==> src/rtl/pipe_int_ctrl.sv <==
// Pipeline hazard / flush controller with precise external-interrupt entry and eret return.
// Drives PC and IF/ID, ID/EX, EX/MEM register controls; holds EPC and the interrupt-enable bit.
module pipe_int_ctrl #(
  parameter logic [31:0] VECTOR      = 32'h0000_4180,
  parameter int unsigned SYNC_STAGES = 2,
  parameter bit          IE_RESET    = 1'b1
) (
  input  logic        clk,
  input  logic        rst,
  input  logic        irq_in,
  input  logic [4:0]  id_rs,
  input  logic [4:0]  id_rt,
  input  logic        id_uses_rs,
  input  logic        id_uses_rt,
  input  logic        id_eret,
  input  logic        ex_mem_read,
  input  logic [4:0]  ex_wa,
  input  logic        ex_valid,
  input  logic [31:0] ex_pc,
  input  logic        branch_taken,
  output logic        pc_write,
  output logic        ifid_write,
  output logic        ifid_clear,
  output logic        idex_clear,
  output logic        exmem_clear,
  output logic [1:0]  pc_sel,
  output logic [31:0] epc_out,
  output logic        ie_out,
  output logic        int_ack
);

  typedef enum logic [1:0] {
    RUN   = 2'd0,
    ENTER = 2'd1,
    HOLD  = 2'd2
  } state_e;

  typedef enum logic [1:0] {
    PC_DP  = 2'b00,
    PC_VEC = 2'b01,
    PC_EPC = 2'b10
  } pc_sel_e;

  // The handler address is consumed by the datapath mux; here it only has to be word aligned.
  if (VECTOR[1:0] != 2'b00) begin : g_bad_vector
    $error("pipe_int_ctrl: VECTOR must be word aligned");
  end
  if (SYNC_STAGES < 2) begin : g_bad_sync
    $error("pipe_int_ctrl: SYNC_STAGES must be at least 2");
  end

  state_e                 state_q, state_d;
  logic [SYNC_STAGES-1:0] sync_q;
  logic [31:0]            epc_q, epc_d;
  logic                   ie_q, ie_d;
  logic                   irq_p;
  logic                   lu;
  logic                   irq_ok;
  pc_sel_e                sel;

  assign irq_p = sync_q[SYNC_STAGES-1];

  assign lu = ex_mem_read && (ex_wa != 5'd0) &&
              ((id_uses_rs && (ex_wa == id_rs)) || (id_uses_rt && (ex_wa == id_rt)));

  // ENTER and HOLD mask interrupts; HOLD guarantees one instruction at EPC retires first.
  assign irq_ok = (state_q == RUN) && irq_p && ie_q && ex_valid && !lu;

  // NOTE: sequential state uses non-blocking assignments so every flop samples pre-edge values.
  always_ff @(posedge clk or posedge rst) begin
    if (rst) begin
      state_q <= RUN;
      sync_q  <= '0;
      epc_q   <= 32'h0;
      ie_q    <= IE_RESET;
    end else begin
      state_q <= state_d;
      sync_q  <= {sync_q[SYNC_STAGES-2:0], irq_in};
      epc_q   <= epc_d;
      ie_q    <= ie_d;
    end
  end

  // NOTE: every signal driven here gets a default first, so no path can infer a latch.
  always_comb begin
    pc_write    = 1'b1;
    ifid_write  = 1'b1;
    ifid_clear  = 1'b0;
    idex_clear  = 1'b0;
    exmem_clear = 1'b0;
    sel         = PC_DP;
    state_d     = RUN;
    epc_d       = epc_q;
    ie_d        = ie_q;

    if (!rst) begin
      if (branch_taken) begin
        // Flush wins over everything, including a stall, so IF/ID is never both held and cleared.
        ifid_clear = 1'b1;
        idex_clear = 1'b1;
      end else if (id_eret) begin
        sel        = PC_EPC;
        ifid_clear = 1'b1;
        ie_d       = 1'b1;
        state_d    = HOLD;
      end else if (irq_ok) begin
        epc_d       = ex_pc;
        ie_d        = 1'b0;
        exmem_clear = 1'b1;
        idex_clear  = 1'b1;
        ifid_clear  = 1'b1;
        sel         = PC_VEC;
        state_d     = ENTER;
      end else if (lu) begin
        pc_write   = 1'b0;
        ifid_write = 1'b0;
        idex_clear = 1'b1;
      end
    end
  end

  assign pc_sel  = sel;
  assign int_ack = (state_q == ENTER);
  assign epc_out = epc_q;
  assign ie_out  = ie_q;

endmodule

==> config.mk <==
export PLATFORM = sky130hd
export DESIGN_NAME = pipe_int_ctrl
export DESIGN_NICKNAME = d
export VERILOG_FILES = /design/src/rtl/pipe_int_ctrl.sv
export SDC_FILE = /design/constraint.sdc
export NUM_CORES = 1
export LEC_CHECK = 0
export ABC_AREA = 1
export BUFFER_PORTS_ARGS = -buffer_cell sky130_fd_sc_hd__buf_2
export CORE_MARGIN = 3
export CORE_UTILIZATION = 44
export DETAILED_ROUTE_END_ITERATION = 10
export HOLD_SLACK_MARGIN = 0.15
export PLACE_DENSITY = 0.87
export SYNTH_ARGS = -nofsm -noshare
export SYNTH_HDL_FRONTEND = slang
export SYNTH_SLANG_ARGS = --single-unit
==> constraint.sdc <==
create_clock -name clk -period 1.6 [get_ports clk]
set_input_delay 0 -clock clk [delete_from_list [all_inputs] [get_ports clk]]
set_output_delay 0 -clock clk [all_outputs]
set_load 0.005 [all_outputs]
# Yosys cells after proc, flatten, opt, wreduce, memory -nomap -nowiden
# Cells that the tools add are included.
dict set report word_totals {
  ff_bits 37
  input_bits 56
  word_cells 48
}
dict set report op_classes {
  eq_ne 3
  n_mux 23
  n_bitwise 3
  reduce_logical 15
}
# cell n
set op_table {}
lappend op_table {{two-way mux 1 bit} 20}
lappend op_table {{equality test 5 bit} 2}
lappend op_table {{logical AND 1 bit} 8}
lappend op_table {{two-way mux 2 bit} 3}
lappend op_table {{nonzero test 5 bit} 1}
lappend op_table {{AND reduction 4 bit} 1}
lappend op_table {{inverter 1 bit} 3}
lappend op_table {{AND reduction 3 bit} 1}
lappend op_table {{equality test 2 x 1 -> 1 bit, second input constant} 1}
lappend op_table {{zero test 2 bit} 1}
lappend op_table {{nonzero test 2 bit} 1}
lappend op_table {{zero test 1 bit} 1}
lappend op_table {{logical OR 1 bit} 1}

# Depth between registers and ports, before layout
# Gate-level depths: netlist of run 1.
dict set report depth {
  word_depth 10
  depth_mapped 12
}

# Worst setup path after synthesis of run 1
# No wires, ideal clock.
dict set report synth_timing {
  path_type {register to register}
  from {reg ie_q, in the netlist ie_out}
  to {reg epc_q[10], in the netlist epc_out[10]}
  t_arrival_ps 1267
  setup_slack_ps 269
  path_stages_with_launch 10
  n_path_buf 1
  synth_period_minus_slack_ps 1331
  cell_sequence {dfstp_2 nand2_1 nor2_1 nand3_1 inv_1 nand3_4 inv_4 buf_8 nand2_2 nand2_1}
}
dict set report synth_via {
  elab_chain_len 4
}
# item line
set synth_rtl {}
lappend synth_rtl {{start, declared} 55} ;# logic ie_q, ie_d;
lappend synth_rtl {{start signal, assigned} 80} ;# ie_q <= ie_d;
lappend synth_rtl {{logical AND 1 bit (3 in a row)} 67} ;# assign irq_ok = (state_q == RUN) && irq_p && ie_q && ex_valid && !lu;
lappend synth_rtl {{AND reduction 4 bit (no line)} -}
lappend synth_rtl {{end signal, assigned} 79} ;# epc_q <= epc_d;
lappend synth_rtl {{end, declared} 54} ;# logic [31:0] epc_q, epc_d;
# No other way between the ends.
# A chain may end at the register's enable or synchronous reset.

# Worst setup path after layout of run 1
dict set report layout_timing {
  from {reg ie_q, in the netlist ie_out}
  to {reg epc_q[12], in the netlist epc_out[12]}
}
# Same word-level chain as after synthesis.

==> impl_metrics.tcl, run 1 <==
set metrics [dict create \
    cts-root-buf "clkbuf_8" \
    synth_area_leaders "dfrtp_1, nand2_1, inv_1" \
    nNetsFinal 417 \
    seqCellArea_sq_um 927 \
    dpl_cell_area_sq_um 2220 \
    syn-cell-area_sq_um 1730 \
    wl_mm 5.08 \
    status "finished, final reports clean" \
    power_density_nw_per_um2 963 \
    syn_nets 279 \
    setup_viol 0 \
    drt_iter0_drc 100 \
    rsz0062_at_grt "no" \
    wl_per_cell_um 12.4 \
    start_util 0.466 \
    clk_latency_ns 0.28 \
    cts_made_buffers 5 \
    sequentialPowerShare 0.486 \
    yosys.area.top_type "dfrtp_1" \
    finalCriticalPeriod_ns 1.49 \
    internal-power_mw 1.87 \
    drtAntennaViolNets 0 \
    ff2ff_setup_slack_ns 0.11 \
    cp-start-kind "flop" \
    die_area_sq_um 4720 \
    clk_path_buf_depth 2 \
    dpl.hpwl_mm 3.05 \
    clock.fmax_mhz 673 \
    timing.slew.headroom 0.799 \
    critical_path_class "reg -> reg" \
    die_x_um 68.7 \
    clk_pin_slew_ns 0.07 \
    grt_max_degree 33 \
    crit_arrival_ns 1.66 \
    p_comb_frac 0.269 \
    synth.most_common_cell "nand2_1" \
    p_switching_uw 765 \
    vias_per_cell 4.48 \
    fin_util 0.737 \
    fin_crit_sh 0.929 \
    htreeDepth 2 \
    report.final.hold_viol_count 0 \
    grt_pass1_wl_mm 7.71 \
    swShare 0.290 \
    p_clk_frac 0.245 \
    fin_skew_ns 0.00504 \
    multiInputGateArea_sq_um 644 \
    syn_avg_cell_area_sq_um 7.77 \
    worst_hold_slack_ns 0.239 \
    num_vias 1831 \
    synthFlopType "dfrtp_1" \
    reg2reg_to "epc_out[12]" \
    p_leak_nw 1.66 \
    chipHeight_um 68.7 \
    fin_tns_setup_ns 0 \
    io_buffers 96 \
    grtUsageMet2 0.422 \
    final_area_sq_um 2740 \
    track_usage 0.221 \
    crit_required_ns 1.77 \
    synth_top_area_share 0.520 \
    io_pins 97 \
    row_count 22 \
    ir_drop_mv 0.801 \
    regToRegStartpoint "ie_out" \
    critPathLaunch "ie_out" \
    area_delta_synth_final_pct 58.1 \
    drv_slew 0 \
    synth_commonest_cells "nand2_1, dfrtp_1, inv_1" \
    postSynth.asyncResetShare 1.00 \
    cts.sinks 37 \
    worst_pin_slew_ns 0.302 \
    yosysWarningCount 0 \
    core_sq_um 3720 \
    grt_use_met3 0.0551 \
    endpoint_kind "flop" \
    synth.distinct_cells 18 \
    cap_violations 0 \
    min_path_type "in -> reg" \
    synthCells 223 \
    grt_util_met1 0.237 \
    synth_edf_count 0 \
    drive_gt1_frac 0.357 \
    critPathMaxFanout 32 \
    fillers 292 \
    antenna_found_initial 0 \
    synth-seq-cells 37 \
    cts_tree "done" \
    grt-busiest-layer "met2" \
    place.gp.congestion 0.757 \
    r2r_cells 8 \
    overflow 0 \
    grt_pass1_vias 1813 \
    ys_seq_area_frac 0.535 \
    route.detailed.drc 0 \
    dr.pass1.iters 4 \
    diodes 0 \
    crit_end "epc_out[12]" \
]
flip-flops by register name, summed over array words and instances (netlist names):
register  count
epc_out      32
state_q       2
sync_q        2
ie_out        1
routing by layer:
| metal | up-vias | routed length (um) |
|---|---|---|
| met5 | - | 0 |
| met4 | 0 | 36 |
| met3 | 4 | 352 |
| met2 | 69 | 2680 |
| met1 | 828 | 2010 |
| li1 | 930 | - |
worst min path at each step:
stage	start	end	slack, ns	cells past startpoint
6_report	ex_valid	ie_out	0.24	6
5_1_grt	ex_valid	ie_out	0.29	6
4_1_cts	ex_valid	ie_out	0.24	6
3_5_place_dp	rst	epc_out[23]	0.06	3
3_3_place_gp	rst	epc_out[23]	0.05	3
2_1_floorplan	rst	idex_clear	0.03	1
through the flow:
| step | total power [mW] | worst slack, ns | instances |
|---|---|---|---|
| after floorplan | 1.56 | 0.269 | 223 |
| after detailed placement | 1.91 | 0.0844 | 362 |
| after global routing | 2.81 | 0.0102 | 409 |
| after CTS | 2.63 | 0.0405 | 408 |
| final | 2.64 | 0.113 | 409 |
| after global placement | 1.89 | 0.145 | 362 |
timing repair:
action                                  4_1_cts  5_1_grt
endpoints found under the hold margin        72        0
cloned                                        1        0
hold buffers                                 37        0
endpoints found under the setup margin        2       35
pin swaps                                     1        1
buffers inserted                              1        1
resized for setup                             3        5
kinds of logic after synthesis:
logic type | count (synthesis) | share of synthesized area
AND/OR/NAND/NOR | 151 | 0.358
flip-flops | 37 | 0.535
AO/OA/AOI/OAI | 4 | 0.0116
buffers and inverters | 31 | 0.0947
power by group through the flow:
stage | Clock, mW | Sequential (mW) | Combinational [mW]
2_1_floorplan | 0 | 1.30 | 0.253
3_3_place_gp | 0 | 1.29 | 0.600
3_5_place_dp | 0 | 1.28 | 0.629
4_1_cts | 0.654 | 1.28 | 0.698
5_1_grt | 0.689 | 1.31 | 0.808
6_report | 0.645 | 1.28 | 0.710
critical path, stage by stage, from the launching register on:
cell and delay, ns:
dfstp_2 0.53, nand2_1 0.05, nor2_1 0.08, nand3_1 0.10
inv_2 0.09, nand3_4 0.13, buf_6 0.22, nand2_1 0.10
nand2_1 0.06
cell usage in the layout, fill, tap and decap left out, types with 3 or more instances in the layout:
| master | instances |
|---|---|
| nand2_2 | 10 |
| nor2_1 | 14 |
| dfrtp_1 | 36 |
| clkbuf_8 | 6 |
| dlygate4sd3_1 | 37 |
| nand3_1 | 4 |
| buf_4 | 3 |
| inv_1 | 16 |
| buf_2 | 96 |
| inv_2 | 6 |
| nand2_1 | 120 |
layout make-up:
class	instances	share of cell area
well taps	48	0.0219
clock buffers	7	0.0315
repair buffers	138	0.330
repair inverters	1	0.00594
multi-input cells	155	0.235
inverters	23	0.0361
flip-flops and latches	37	0.339
Note: power is estimated with default switching activity, not from simulation.
==> run 2, diff against run 1 <==
--- a/config.mk
+++ b/config.mk
@@ -8,7 +8,8 @@
 export ABC_AREA = 1
 export BUFFER_PORTS_ARGS = -buffer_cell sky130_fd_sc_hd__buf_2
-export CORE_MARGIN = 3
+export CORE_MARGIN = 1
 export CORE_UTILIZATION = 44
 export DETAILED_ROUTE_END_ITERATION = 10
+export GPL_ROUTABILITY_DRIVEN = 0
 export HOLD_SLACK_MARGIN = 0.15
 export PLACE_DENSITY = 0.87
==> constraint.sdc (replaced) <==
create_clock -name clk -period 1.6 [get_ports clk]
set_input_delay 0 -clock clk [delete_from_list [all_inputs] [get_ports clk]]
set_output_delay 0 -clock clk [all_outputs]
set_load 0.05 [all_outputs]
==> run 2 against run 1 <==
- routed wire length fell by 10%
- die area is 11% lower
- fmax decreased by 5.2%
- critical path depth decreased by 1
- non-clock buffer count unchanged
- clock-buffer cell count decreased by 1
- sequential share of layout area fell by 1.1 points
- largest cell class is now non-clock buffers
- largest power group is now combinational cells
- highest routed layer unchanged
==> impl_metrics.tcl, run 2 (synthesis results as in run 1) <==
set metrics [dict create \
    track_usage 0.251 \
    finalCriticalPeriod_ns 1.57 \
    timing.slew.headroom 0.551 \
    cp.buffers_inverters 2 \
    cp_top_family "flip-flops" \
    wl_mm 4.55 \
    critPathMaxFanout 3 \
    worstPathCellList "nand2_2 > nor2_2 > nand3_2 > inv_2 > nand2_1 > a21oi_2 > buf_6" \
    critical_path_class "reg -> out" \
    route.detailed.drc 0 \
    crit_required_ns 1.60 \
    area_delta_synth_final_pct 63.4 \
    cap_violations 0 \
    drive_gt1_frac 0.374 \
    cts_tree "done" \
    core_sq_um 3720 \
    clk_path_buf_depth 2 \
    grt_pass1_wl_mm 8.10 \
    power_mw 3.61 \
    fin_skew_ns 0.00712 \
    diodes 0 \
    fin_crit_sh 0.980 \
    die_x_um 64.7 \
    nNetsFinal 416 \
    die_area_sq_um 4190 \
    drt_iter0_drc 77 \
    final_common_cell "nand2_1" \
    htreeDepth 2 \
    status "finished, final reports clean" \
    io_buffers 96 \
    row_count 22 \
    vias_per_cell 4.50 \
    drt-met1-wl_mm 1.89 \
    clk_pin_slew_ns 0.07 \
    setup_viol 0 \
    cts.sinks 37 \
    clk_latency_ns 0.29 \
    worst_path_max_delay_cell "dfstp_2" \
    power_density_nw_per_um2 1280 \
    drtAntennaViolNets 0 \
    cp-start-kind "flop" \
    clock.fmax_mhz 637 \
    min_path_type "in -> reg" \
    io_pins 97 \
    ir_drop_mv 0.854 \
    antenna_found_initial 0 \
    drv_slew 0 \
    wl_per_cell_um 11.1 \
    grt_max_degree 33 \
    endpoint_kind "primary output" \
    cts-root-buf "clkbuf_8" \
    start_util 0.466 \
    grt_pass1_vias 1905 \
    fin_util 0.761 \
    largest_reg_flops 32 \
    dr.pass1.iters 4 \
    wl_met3_um 241 \
    cts_made_buffers 5 \
    cpPeakStageDelay_ns 0.55 \
    chipHeight_um 64.7 \
    p_leak_nw 1.68 \
    wl_met2_mm 2.40 \
    worst_pin_slew_ns 0.673 \
    dpl.hpwl_mm 3.02 \
    num_vias 1842 \
    crit_arrival_ns 1.57 \
    report.final.hold_viol_count 0 \
    layout_common_cells "nand2_1, buf_2, dlygate4sd3_1, dfrtp_1, inv_1" \
    maxUsedRoutingLayer "met4" \
    overflow 0 \
]
run 2: repair_timing:
action                     4_1_cts  5_1_grt
hold endpoints to repair        50        0
setup endpoints to repair        3        4
hold buffers                    37        0
gates cloned                     0        0
setup buffers                    0        1
gates resized for setup          6       11
run 2: stage by stage:
step / worst slack (ns) / instances / TNS [ns] / hold WS [ns] / cell area [sq um]
final: 0.0314 / 409 / 0 / 0.238 / 2830
after global routing: -0.0296 / 409 / -0.0731 / 0.240 / 2830
after CTS: 0.00457 / 408 / 0 / 0.257 / 2790
after detailed placement: 0.143 / 363 / 0 / 0.112 / 2280
after global placement: 0.199 / 363 / 0 / 0.109 / 2280
after floorplan: -0.00240 / 223 / -0.00240 / 0.0314 / 1750
run 2: worst register-to-register path, stage by stage (launching register included):
cell and delay [ns]:
dfstp_2 0.55, nand2_2 0.06, nor2_2 0.10, nand3_2 0.09, inv_2 0.09, nand3_4 0.12
inv_8 0.12, buf_12 0.14, nand2_1 0.07, nand2_1 0.06
run 2: worst paths after layout:
| path | depth (start not counted) | end | from | slack (ns) |
|---|---|---|---|---|
| min in group asynchronous | 3 | epc_out[14] | rst | 0.39 |
| min reg2reg | 0 | sync_q[1] | sync_q[0] | 0.35 |
| max reg2reg | 9 | epc_out[30] | ie_out | 0.16 |
| max in group asynchronous | 4 | epc_out[22] | rst | 0.66 |
| max | 7 | ifid_clear | ie_out | 0.03 |
| min | 6 | ie_out | ex_valid | 0.24 |
run 2: per-layer routing:
layer	GRT usage	vias up
li1	-	928
met1	0.289	851
met2	0.445	61
met3	0.0687	2
met4	0.0833	0
met5	0	-
run 2: where the power goes:
part	switching, mW	internal (mW)
Clock	0.320	0.506
Combinational	1.11	0.392
Sequential	0.119	1.16
run 2: layout make-up:
| cell class | instances | area [sq um] |
|---|---|---|
| Clock buffer | 6 | 82.6 |
| Inverter | 23 | 93.8 |
| Fill cell | 287 | 887 |
| Sequential cell | 37 | 927 |
| Timing Repair Buffer | 138 | 967 |
| Clock inverter | 2 | 37.5 |
| Tap cell | 48 | 60.1 |
| Multi-Input combinational cell | 155 | 661 |
==> run 3, diff against run 2 <==
Settings changed: ABC_AREA 1 to default, CORE_UTILIZATION 44 to 42, PLACE_DENSITY 0.87 to 0.86.
==> run 3 against run 2 <==
- critical endpoint is now epc_out[3]
- non-clock buffer count up 12
- clock skew up 0.00078 ns
- register-to-register slack worse by 0.35 ns
- the flow now finishes with violations (negative setup slack)
- clock power down 24%
- cell count down 25%
- flip-flop and latch count unchanged
- largest cell class unchanged
- first-iteration DRC count up 32%
- sequential power about the same
- combinational power up 15%
- setup slack worse by 0.22 ns
==> impl_metrics.tcl, run 3 <==
set metrics [dict create \
    syn_nets 163 \
    rsz0062_at_grt "yes" \
    crit_arrival_ns 1.95 \
    die_area_sq_um 4010 \
    p_leak_nw 1.46 \
    syn-cell-area_sq_um 1580 \
    wl_per_cell_um 18.7 \
    chipHeight_um 63.3 \
    nNetsFinal 315 \
    power_mw 3.65 \
    ys_seq_area_frac 0.588 \
    reg2reg_to "epc_out[3]" \
    synth.most_common_cell "dfrtp_1" \
    route.detailed.drc 0 \
    power_density_nw_per_um2 1270 \
    synth_commonest_cells "dfrtp_1, mux2_2, xnor2_1" \
    vias_per_cell 5.06 \
    finalCriticalPeriod_ns 1.79 \
    row_count 21 \
    synth.distinct_cells 24 \
    cts-root-buf "clkbuf_8" \
    min_path_type "in -> reg" \
    clk_pin_slew_ns 0.08 \
    cap_violations 0 \
    fin_skew_ns 0.00791 \
    drive_gt1_frac 0.627 \
    fin_cells 306 \
    fin_crit_sh 1.12 \
    seqCellArea_sq_um 927 \
    antenna_found_initial 0 \
    drv_slew 0 \
    area_delta_synth_final_pct 82.6 \
    timing.slew.headroom 0.697 \
    clk_latency_ns 0.28 \
    ff2ff_setup_slack_ns -0.19 \
    r2r_cells 6 \
    synthCells 107 \
    final_common_cell "buf_2" \
    grt_max_degree 38 \
    wl_mm 5.73 \
    clock.fmax_mhz 558 \
    place_inst 259 \
    start_util 0.455 \
    cts.sinks 37 \
    synth_edf_count 0 \
    fin_util 0.830 \
    grt_pass1_vias 1592 \
    cts_tree "done" \
    endpoint_kind "flop" \
    crit_end "epc_out[3]" \
    drtAntennaViolNets 0 \
    setup_slack_ns -0.193 \
    layout_common_cells "buf_2, dfrtp_1, dlygate4sd3_1, mux2_4, buf_4" \
    worst_pin_slew_ns 0.455 \
    cp-start-kind "flop" \
    track_usage 0.252 \
    syn_avg_cell_area_sq_um 14.7 \
    io_buffers 96 \
    diodes 0 \
    report.final.hold_viol_count 0 \
    overflow 0 \
    grt_pass1_wl_mm 7.63 \
    ir_drop_mv 1.17 \
    critPathLaunch "state_q[0]" \
    regToRegStartpoint "state_q[0]" \
    io_pins 97 \
    violations "negative setup slack" \
    postSynth.asyncResetShare 1.00 \
    drt_iter0_drc 102 \
    yosys.area.top_type "dfrtp_1" \
    synth-seq-cells 37 \
    status "finished with violations" \
    num_vias 1547 \
    crit_required_ns 1.76 \
    synthFlopType "dfrtp_1" \
    multiInputGateArea_sq_um 721 \
    clk_path_buf_depth 2 \
    die_x_um 63.3 \
    synth_area_leaders "dfrtp_1, mux2_2, xnor2_1" \
    critical_path_class "reg -> reg" \
    cts_made_buffers 5 \
    htreeDepth 2 \
    largest_reg_flops 32 \
    yosysWarningCount 0 \
    fillers 205 \
    worst_hold_slack_ns 0.201 \
    synth_top_area_share 0.571 \
    core_sq_um 3470 \
    dpl.hpwl_mm 2.87 \
    critPathMaxFanout 6 \
    setup_viol 35 \
    dr.pass1.iters 4 \
]
-- run 3: changes by cell type after synthesis, sizes merged, moves of 2 or more --
cell,change
buf,-3
inv,-21
mux2,+32
nand2,-128
nand3,-5
nand4,+2
nor2,-13
o21ai,-2
xnor2,+10
-- run 3: stage by stage --
stage	setup slack, ns	cell area [sq um]	TNS (ns)
after detailed placement	-0.309	2270	-8.69
final	-0.193	2880	-5.45
after global placement	-0.268	2270	-7.68
after CTS	-0.123	2760	-1.75
after global routing	-0.209	2880	-6.30
after floorplan	-0.394	1670	-11.16
-- run 3: repair_timing --
item                                   CTS  global route
setup endpoints to repair               35            38
endpoints found under the hold margin   69             0
setup buffers                            1             2
gates cloned                             0             3
gates resized for setup                 16            16
hold buffers                            34             0
pin swaps                                1             3
-- run 3: routing by layer --
metal | GRT usage | wire (um) | vias to the layer above | part of all wire
li1 | - | - | 680 | -
met1 | 0.270 | 2080 | 747 | 0.36
met2 | 0.477 | 3110 | 102 | 0.54
met3 | 0.0580 | 335 | 18 | 0.058
met4 | 0.0881 | 216 | 0 | 0.038
met5 | 0 | 0 | - | 0
-- run 3: worst min-delay path by stage --
| stage | cells after the start | endpoint | start |
|---|---|---|---|
| final | 3 | state_q[1] | id_eret |
| after global routing | 3 | state_q[1] | id_eret |
| after CTS | 3 | state_q[1] | id_eret |
| after detailed placement | 1 | sync_q[0] | irq_in |
| after global placement | 1 | sync_q[0] | irq_in |
| after floorplan | 1 | epc_out[0] | rst |
-- run 3: cells by family after synthesis --
| logic type | share of synthesized area |
|---|---|
| compound gates | 0.0452 |
| xor+xnor | 0.0555 |
| buf+inv | 0.0357 |
| simple gates | 0.0476 |
| flops | 0.588 |
| mux | 0.228 |
-- run 3: power breakdown --
group / internal [mW] / total [mW] / switching (mW)
sequential: 1.16 / 1.31 / 0.147
combinational: 0.597 / 1.72 / 1.12
clock: 0.300 / 0.628 / 0.327
total: 2.06 / 3.65 / 1.59
-- run 3: layout make-up --
cell class,count,area share
Clock buffer,5,0.0239
Clock inverter,3,0.00608
Multi-Input combinational cell,63,0.250
Tap cell,46,0.0200
Timing Repair Buffer,150,0.374
Sequential cell,37,0.322
Inverter,2,0.00391
-- run 3: worst max-delay path, stage by stage (launching register included) --
cell and delay, ns:
dfrtp_1 0.40, nor2_1 0.15, nand4_1 0.18, a211oi_4 0.31, buf_6 0.16, buf_6 0.16, mux2_4 0.31
